==> src/rtl/fir_inv_eq_if.sv <==
// Sample handshake and clear bundle for fir_inv_eq.
// master = sample source / sink, slave = the equalizer.
interface fir_inv_eq_if #(
  parameter int width = 16
);
  logic                    clr;
  logic                    in_valid;
  logic                    in_ready;
  logic signed [width-1:0] Yn;
  logic                    out_valid;
  logic signed [width-1:0] Xn_hat;

  modport master (
    output clr, in_valid, Yn,
    input  in_ready, out_valid, Xn_hat
  );

  modport slave (
    input  clr, in_valid, Yn,
    output in_ready, out_valid, Xn_hat
  );
endinterface

==> src/rtl/fir_inv_eq.sv <==
// Recursive inverse of the FIR with tap weights 2^-k and output scale 1/4.
// One sample per NUM_TAPS cycles on a shared subtractor; define FIR_INV_SAT_EN to saturate.
module fir_inv_eq #(
  parameter int width    = 16,
  parameter int NUM_TAPS = 4
) (
  input  logic        clk,
  input  logic        arst_n,
  fir_inv_eq_if.slave bus
);
  localparam int ACCW = width + 3;
  localparam int KW   = $clog2(NUM_TAPS);
  localparam logic [KW-1:0] K_FIRST = KW'(1);
  localparam logic [KW-1:0] K_LAST  = KW'(NUM_TAPS - 1);

  typedef enum logic {
    S_IDLE,
    S_ACC
  } state_t;

  state_t                  r_state;
  state_t                  w_state_nxt;
  logic                    w_accept;
  logic                    w_last;

  logic signed [ACCW-1:0]  r_acc;
  logic        [KW-1:0]    r_k;
  logic signed [width-1:0] r_h [1:NUM_TAPS-1];
  logic                    r_in_ready;
  logic                    r_out_valid;
  logic signed [width-1:0] r_xn_hat;

  logic signed [width-1:0] w_hk;
  logic signed [ACCW-1:0]  w_hext;
  logic signed [ACCW-1:0]  w_term;
  logic signed [ACCW-1:0]  w_diff;
  logic signed [width-1:0] w_fit;

  always_ff @(posedge clk or negedge arst_n) begin
    if (!arst_n) begin
      r_state <= S_IDLE;
    end else begin
      r_state <= w_state_nxt;
    end
  end

  always_comb begin
    w_state_nxt = r_state;
    w_accept    = 1'b0;
    w_last      = 1'b0;
    if (bus.clr) begin
      w_state_nxt = S_IDLE;
    end else begin
      unique case (r_state)
        S_IDLE: begin
          if (bus.in_valid) begin
            w_accept    = 1'b1;
            w_state_nxt = S_ACC;
          end
        end
        S_ACC: begin
          if (r_k == K_LAST) begin
            w_last      = 1'b1;
            w_state_nxt = S_IDLE;
          end
        end
        default: w_state_nxt = S_IDLE;
      endcase
    end
  end

  always_comb begin
    w_hk = '0;
    for (int unsigned i = 1; i < NUM_TAPS; i++) begin
      if (r_k == KW'(i)) begin
        w_hk = r_h[i];
      end
    end
  end

  assign w_hext = {{3{w_hk[width-1]}}, w_hk};
  assign w_term = w_hext >>> r_k;
  assign w_diff = r_acc - w_term;

`ifdef FIR_INV_SAT_EN
  localparam logic signed [ACCW-1:0] SAT_MAX = {4'b0000, {(width-1){1'b1}}};
  localparam logic signed [ACCW-1:0] SAT_MIN = {4'b1111, {(width-1){1'b0}}};

  always_comb begin
    if (w_diff > SAT_MAX) begin
      w_fit = {1'b0, {(width-1){1'b1}}};
    end else if (w_diff < SAT_MIN) begin
      w_fit = {1'b1, {(width-1){1'b0}}};
    end else begin
      w_fit = w_diff[width-1:0];
    end
  end
`else
  assign w_fit = w_diff[width-1:0];
`endif

  // acc also takes the difference on the last step; it is reloaded on the next accept.
  always_ff @(posedge clk or negedge arst_n) begin
    if (!arst_n) begin
      r_acc       <= '0;
      r_k         <= K_FIRST;
      r_in_ready  <= 1'b1;
      r_out_valid <= 1'b0;
      r_xn_hat    <= '0;
      for (int unsigned j = 1; j < NUM_TAPS; j++) begin
        r_h[j] <= '0;
      end
    end else begin
      r_out_valid <= 1'b0;
      r_in_ready  <= (w_state_nxt == S_IDLE);
      if (bus.clr) begin
        r_acc <= '0;
        r_k   <= K_FIRST;
        for (int unsigned j = 1; j < NUM_TAPS; j++) begin
          r_h[j] <= '0;
        end
      end else if (w_accept) begin
        r_acc <= {bus.Yn[width-1], bus.Yn, 2'b00};
        r_k   <= K_FIRST;
      end else if (r_state == S_ACC) begin
        r_acc <= w_diff;
        r_k   <= r_k + KW'(1);
        if (w_last) begin
          r_xn_hat    <= w_fit;
          r_out_valid <= 1'b1;
          r_h[1]      <= w_fit;
          for (int unsigned j = 2; j < NUM_TAPS; j++) begin
            r_h[j] <= r_h[j-1];
          end
        end
      end
    end
  end

  assign bus.in_ready  = r_in_ready;
  assign bus.out_valid = r_out_valid;
  assign bus.Xn_hat    = r_xn_hat;
endmodule

==> src/flat_wrapper.sv <==
// flat-port wrapper written by rule: the top's interface ports become plain ports
module fir_inv_eq_flat 
#(
  parameter int width    = 16,
  parameter int NUM_TAPS = 4
)
  (clk, arst_n, bus_clr, bus_in_valid, bus_Yn, bus_in_ready, bus_out_valid, bus_Xn_hat);
  fir_inv_eq_if #(.width(width)) bus_i ();
  input  logic clk;
  input  logic arst_n;
  input wire logic [$bits(bus_i.clr)-1:0] bus_clr;
  input wire logic [$bits(bus_i.in_valid)-1:0] bus_in_valid;
  input wire logic [$bits(bus_i.Yn)-1:0] bus_Yn;
  output wire logic [$bits(bus_i.in_ready)-1:0] bus_in_ready;
  output wire logic [$bits(bus_i.out_valid)-1:0] bus_out_valid;
  output wire logic [$bits(bus_i.Xn_hat)-1:0] bus_Xn_hat;
  assign bus_i.clr = bus_clr;
  assign bus_i.in_valid = bus_in_valid;
  assign bus_i.Yn = bus_Yn;
  assign bus_in_ready = bus_i.in_ready;
  assign bus_out_valid = bus_i.out_valid;
  assign bus_Xn_hat = bus_i.Xn_hat;
  fir_inv_eq #(.width(width), .NUM_TAPS(NUM_TAPS)) u_core (.clk(clk), .arst_n(arst_n), .bus(bus_i));
endmodule
==> config.mk <==
export PLATFORM = sky130hd
export DESIGN_NAME = fir_inv_eq_flat
export DESIGN_NICKNAME = d
export VERILOG_FILES = /design/src/rtl/fir_inv_eq_if.sv /design/src/rtl/fir_inv_eq.sv /design/src/flat_wrapper.sv
export SDC_FILE = /design/constraint.sdc
export NUM_CORES = 1
export LEC_CHECK = 0
export CAP_MARGIN = 15
export CORE_ASPECT_RATIO = 2
export CORE_MARGIN = 4
export CORE_UTILIZATION = 53
export CTS_CLUSTER_SIZE = 14
export DETAILED_ROUTE_END_ITERATION = 12
export PLACE_DENSITY = 0.86
export REMOVE_ABC_BUFFERS = 1
export SLEW_MARGIN = 0
export SYNTH_ARGS = -nofsm -noshare
export SYNTH_HDL_FRONTEND = slang
export SYNTH_SLANG_ARGS = --single-unit
==> constraint.sdc <==
create_clock -name clk -period 4.03 [get_ports clk]
set_clock_uncertainty 0.1 [all_clocks]
set_input_delay 0.806 -clock clk [delete_from_list [all_inputs] [get_ports clk]]
set_output_delay 0.806 -clock clk [all_outputs]
set_load 0.03 [all_outputs]
# Yosys cells after proc, flatten, opt, wreduce, memory -nomap -nowiden
# Index checks and enable logic that the tools add are counted.
word_totals:
  inputBits: 20
  ff_bits: 88
  elab_cells: 51
  out_inout_bits: 18
classes:
  muxes: 26
  bitwise: 4
  n_reduce_logical: 5
  shift: 1
  n_eq_ne: 4
  addsub: 2
ops:
  columns: ["cell", "count"]
  rows:
  - ["48-bit two-way mux", 4]
  - ["19-bit two-way mux", 3]
  - ["16-bit two-way mux", 3]
  - ["16-bit by 2-bit >>> shifter with 19-bit output", 1]
  - ["19-bit subtractor", 1]
  - ["1-bit two-way mux", 12]
  - ["2-bit two-way mux", 3]
  - ["2-bit == test (second input constant)", 2]
  - ["1-bit NOT", 4]
  - ["4-bit AND reduction", 1]
  - ["2-bit nonzero test", 2]
  - ["3-bit AND reduction", 1]
  - ["3-bit nonzero test", 1]
  - ["2-bit by 1-bit adder with 2-bit output (second input constant)", 1]
  - ["2-bit by 1-bit == test with 1-bit output (second input constant)", 1]
  - ["2-bit != test (second input constant)", 1]
  - ["1-bit one-hot mux with 2 select lines", 1]

# Longest topological paths before layout
depth:
  ltp_word: 10
  ltp_mapped: 20
  depth_no_buf: 16

# Worst setup path after synthesis
# OpenSTA, ideal clock, no wires.
synth_path:
  path_type: "reg2reg"
  startpoint: "register u_core.r_k[1]"
  endpoint: "register u_core.r_acc[13]"
  slack_ps: 70
  arrival_ps: 3721
  n_path_buf: 5
  synth_period_minus_slack_ps: 3960
  path_stages_with_launch: 21
  setup_ps: 140
  required_ps: 3790
  cell_sequence: "dfrtp_1 clkbuf_1 inv_1 buf_1 ha_1 clkbuf_2 buf_2 nand2_1 nor2_1 a21oi_1 o21ai_0 mux2i_1 mux2_2 ha_1 clkbuf_2 a21oi_2 o211ai_1 a21boi_0 o41ai_2 xnor2_1 a211oi_2"
synth_via:
  elab_chain_len: 9
  elab_cells_between_ends: 11
  cone_classes: "add/sub (1); eq/ne (3); shift (1); mux (6)"
synth_rtl:
  columns: ["item", "line", "rtl"]
  rows:
  - ["start, declared", "fir_inv_eq.sv:27", "logic [KW-1:0] r_k;"]
  - ["start signal, assigned", "fir_inv_eq.sv:127", "r_k <= r_k + KW'(1);"]
  - ["2-bit by 1-bit == test with 1-bit output", "fir_inv_eq.sv:75", "if (r_k == KW'(i)) begin"]
  - ["16-bit two-way mux (3 in a row)", "fir_inv_eq.sv:75", null]
  - ["16-bit by 2-bit >>> shifter with 19-bit output *", "fir_inv_eq.sv:82", "assign w_term = w_hext >>> r_k;"]
  - ["19-bit subtractor *", "fir_inv_eq.sv:83", "assign w_diff = r_acc - w_term;"]
  - ["19-bit two-way mux *", "fir_inv_eq.sv:125", "end else if (r_state == S_ACC) begin"]
  - ["19-bit two-way mux *", "fir_inv_eq.sv:122", "end else if (w_accept) begin"]
  - ["19-bit two-way mux *", "fir_inv_eq.sv:116", "if (bus.clr) begin"]
  - ["end signal, assigned", "fir_inv_eq.sv:123", "r_acc <= {bus.Yn[width-1], bus.Yn, 2'b00};"]
  - ["end signal, assigned", "fir_inv_eq.sv:126", "r_acc <= w_diff;"]
  - ["end, declared", "fir_inv_eq.sv:26", "logic signed [ACCW-1:0] r_acc;"]
# Every way passes the cells marked *; elsewhere a longest branch is shown, timed or not. The select of a mux whose other input is x is not followed.
# A chain may end at the register's enable or synchronous reset.

# Final worst setup path
layout_path:
  startpoint: "register u_core.r_k[0]"
  endpoint: "register u_core.r_h[44] in the netlist's numbering"
layout_via:
  elab_chain_len: 10
  elab_cells_between_ends: 17
  cone_classes: "add/sub (1); eq/ne (3); shift (1); mux (10); reduce/logical (2)"
layout_rtl:
  columns: ["item", "line", "rtl"]
  rows:
  - ["2-bit by 1-bit == test with 1-bit output", "fir_inv_eq.sv:75", null]
  - ["16-bit two-way mux (3 in a row)", "fir_inv_eq.sv:75", null]
  - ["16-bit by 2-bit >>> shifter with 19-bit output", "fir_inv_eq.sv:82", null]
  - ["19-bit subtractor", "fir_inv_eq.sv:83", null]
  - ["48-bit two-way mux", "fir_inv_eq.sv:128", "if (w_last) begin"]
  - ["48-bit two-way mux", "fir_inv_eq.sv:125", null]
  - ["48-bit two-way mux", "fir_inv_eq.sv:122", null]
  - ["48-bit two-way mux", "fir_inv_eq.sv:116", null]
  - ["end signal, assigned by index", "fir_inv_eq.sv:133", "r_h[j] <= r_h[j-1];"]
  - ["end, declared", "fir_inv_eq.sv:28", "logic signed [width-1:0] r_h [1:NUM_TAPS-1];"]
# Several ways; a longest one is shown, not always the timed one. The select of a mux whose other input is x is not followed.

==> key figures <==
Worst hold path
  – Cells on Worst Hold Path: 2
  – WHS Endpoint: u_core.bus.Xn_hat[7]
  – HP Class: reg -> reg
  – Hold Crit Start: u_core.bus.Xn_hat[7]

Clock tree
  – Clock Path Buffers: 2
  – Clk sinks: 85
  – Post-CTS Hold Fix Bufs: 0
  – Clk Latency, worst-skew pair: 0.34 ns
  – Num CTS Buffers: 9
  – H-Tree Depth: 3
  – TritonCTS clock tree: done
  – Worst-path clk slew: 0.06 ns
  – Root Driver: clkbuf_16

Synth
  – Cell area after synthesis: 0.00484 sq mm
  – Synth top area cells: dfrtp_1 (43%), nand2_1 (6.3%), a22o_1 (5.8%)
  – Register area share after synthesis: 44.0%
  – Syn Inst Count: 518
  – Most frequent cells after synthesis: dfrtp_1 (83), nand2_1 (81), o21ai_0 (49), a21oi_1 (37), a22o_1 (32)
  – Async SR Flop Fraction: 100%
  – EDFF count, synth: 0
  – Count leader, synth: dfrtp_1
  – Dominant synthesized flop cell: dfrtp_1
  – Area leader, netlist: dfrtp_1
  – Yosys warns: 0
  – Syn_area_per_cell: 9.34 sq um
  – Flops & latches, synth: 85
  – Area share of the largest cell type after synthesis: 42.9%
  – Synth cell types: 46

Route
  – DR DRC count: 0
  – Drt first pass iters: 5
  – DR vias: 4,058
  – Routed wire length: 11.9 mm
  – Post-DRT Antenna Nets: 0
  – Initial DRC Count: 360
  – Vias/cell: 6.15
  – Routed len/inst: 18.0 um

Setup path
  – Register-to-register setup slack: 0.12 ns
  – Critical-path top delay cell: dfstp_2
  – Largest fanout on the critical path: 32
  – Worst r2r src: u_core.r_k[0]
  – Ordered cell list for the critical path: clkinv_1, ha_1, buf_12, a21oi_1, o21ai_0, mux2_2, mux2_2, fa_1, nor2b_2, o2111ai_2, a21oi_4, a21oi_1, xor2_1, o21ai_0
  – Startpoint class of the critical path: register
  – Worst path max stage delay: 0.64 ns
  – CP Data Arrival Time: 4.01 ns
  – WP buf/inv: 2
  – Crit-path leading delay family: compound AO/OA/AOI/OAI gates
  – FF-to-FF End: u_core.r_h[44]
  – CP endpoint kind: register
  – Reg2Reg Depth: 14
  – Worst EP required: 4.13 ns
  – Critical path type: reg -> reg

Cells and area
  – Net count, final: 593
  – Antenna cell count: 0
  – Register area: 0.00213 sq mm
  – Synth-to-Final Area Change: 18.4%
  – Multi-input logic area: 0.00256 sq mm
  – Finished Cell Area: 0.00573 sq mm
  – Fill cells: 648
  – Layout cells sized above 1: 14.2%

Die
  – Die area: 0.0108 sq mm
  – Die Y: 143 um
  – Initial cell density of the core: 54.1%
  – Top Ports: 38
  – Core area: 0.00895 sq mm
  – Die Width: 75.6 um
  – Num rows: 49

STA
  – Final Hold Viols: 0
  – RSZ-0062 raised after global routing: yes
  – Slew Limit Fails: 0
  – Max Clock Freq: 256 MHz
  – Tcrit/Tclk final: 97.0%
  – Post-layout min period: 3.91 ns
  – Worst slew pin tran: 0.812 ns
  – Setup TNS: 0 ns
  – Final setup viols: 0
  – Relative slew slack: 45.8%

Flow run
  – Max cap viols: 0

Power and ir drop
  – Worst vdd ir: 0.000384 V
  – LEAKAGE: 2.55 nW
  – Power density cells: 492 mW/mm^2

Status
  – Status: finished, final reports clean

Placed design
  – Placed Area: 0.00535 sq mm
  – RD Place Congestion: 0.889
  – PortBufs: 35
  – Post-DP HPWL: 8.21 mm

Global route
  – Initial antenna violation count: 0
  – Remaining Overflow, GRT: 0
  – Largest net degree at the start of global routing: 65
  – Vias in the first global route: 4,121
  – Total GRT Usage: 23.8%
  – First-pass GRT wire length: 19.7 mm
tightest hold or removal path, delay by kind of cell (launching register included):
kind,cells,cell delay [ns]
flops,1,0.34
simple gates,2,0.10
flip-flops by register name, summed over array words and instances (netlist names):
register	count
u_core.bus.Xn_hat	16
u_core.bus.in_ready	1
u_core.bus.out_valid	1
u_core.r_h	48
u_core.r_k	2
u_core.r_state	1
u_core.r_acc	16
report_power, final:
group	total [mW]	switching, mW	leakage (nW)	internal (mW)
Sequential	1.01	0.0549	1.15	0.951
Clock	0.852	0.320	0.150	0.532
Combinational	0.962	0.580	1.25	0.382
how the worst max path moves through the flow:
| stage | from | endpoint | slack (ns) | depth (start not counted) |
|---|---|---|---|---|
| 2_1_floorplan | u_core.r_k[0] | u_core.r_acc[15] | -0.07 | 14 |
| 3_5_place_dp | u_core.r_k[0] | u_core.r_acc[12] | 0.003 | 14 |
| 6_report | u_core.r_k[0] | u_core.r_h[44] | 0.12 | 14 |
| 4_1_cts | u_core.r_k[0] | u_core.r_h[40] | 0.002 | 16 |
| 3_3_place_gp | u_core.r_k[0] | u_core.r_acc[12] | 0.18 | 14 |
| 5_1_grt | u_core.r_k[0] | u_core.r_h[44] | -0.03 | 14 |
cells by family (layout without fill, tap and decap cells):
group,after synthesis,in the layout,share of synthesized area (%)
fa+ha+maj,20,20,5.33
compound gates,164,164,22.4
simple gates,156,156,14.4
flops,85,85,44.0
buf+inv,47,87,4.24
xor+xnor,13,13,2.35
mux,33,33,7.21
stage by stage:
step / util [%] / std cells / hold WS [ns] / total power, mW / worst slack [ns]
after floorplan: - / 481 / 0.369 / 1.58 / -0.0728
after global placement: 59.8 / 642 / 0.360 / 1.89 / 0.176
after detailed placement: 59.8 / 642 / 0.369 / 1.93 / 0.00332
after CTS: 63.3 / 658 / 0.382 / 2.78 / 0.00178
after global routing: 64.0 / 660 / 0.410 / 2.96 / -0.0325
final: 64.0 / 660 / 0.372 / 2.82 / 0.122
layer usage:
metal  share of wire (%)  track usage (%)
met2                  53             39.3
met5                   0                0
met4                 4.2             12.2
met1                  39             28.8
met3                 3.9             4.44
area by class of cell:
cell class              instances  area share, %
inverters                      10          0.655
multi-input cells             386           44.6
clock buffers                  15           4.85
clock inverters                 1          0.524
well taps                     102           2.23
repair buffers                 61           9.92
flip-flops and latches         85           37.2
placed cells by master, fill, tap and decap left out, types with 2 or more instances in the layout:
| cell type | count |
|---|---|
| o31a_1 | 4 |
| nand3_1 | 6 |
| nand2_1 | 79 |
| clkbuf_16 | 9 |
| nand4_1 | 2 |
| buf_12 | 2 |
| xnor2_1 | 5 |
| inv_1 | 9 |
| dfrtp_1 | 83 |
| a21oi_1 | 32 |
| clkdlybuf4s50_1 | 34 |
| nand2b_1 | 8 |
| a22o_1 | 32 |
| clkbuf_8 | 3 |
| nor2b_1 | 11 |
| buf_4 | 25 |
| mux2_2 | 15 |
| o21ai_1 | 7 |
| dfstp_2 | 2 |
| clkbuf_1 | 3 |
| o21ai_0 | 41 |
| nor2_2 | 2 |
| a211oi_1 | 26 |
| ha_1 | 19 |
| and2_1 | 2 |
| nor2_1 | 28 |
| a21oi_2 | 7 |
| mux2i_1 | 18 |
| nor3_1 | 5 |
| xor2_1 | 7 |
| nand2_2 | 2 |
| nand3b_1 | 2 |
| o21a_1 | 2 |
| and3_1 | 4 |
| a21boi_1 | 2 |
| o211ai_1 | 2 |
what timing repair did:
action | 4_1_cts | 5_1_grt
endpoints found under the hold margin | 0 | 0
resized for setup | 2 | 20
pin swaps | 1 | 2
setup endpoints to repair | 4 | 25
buffers inserted | 0 | 2
Power figures use the tool's default switching activity.
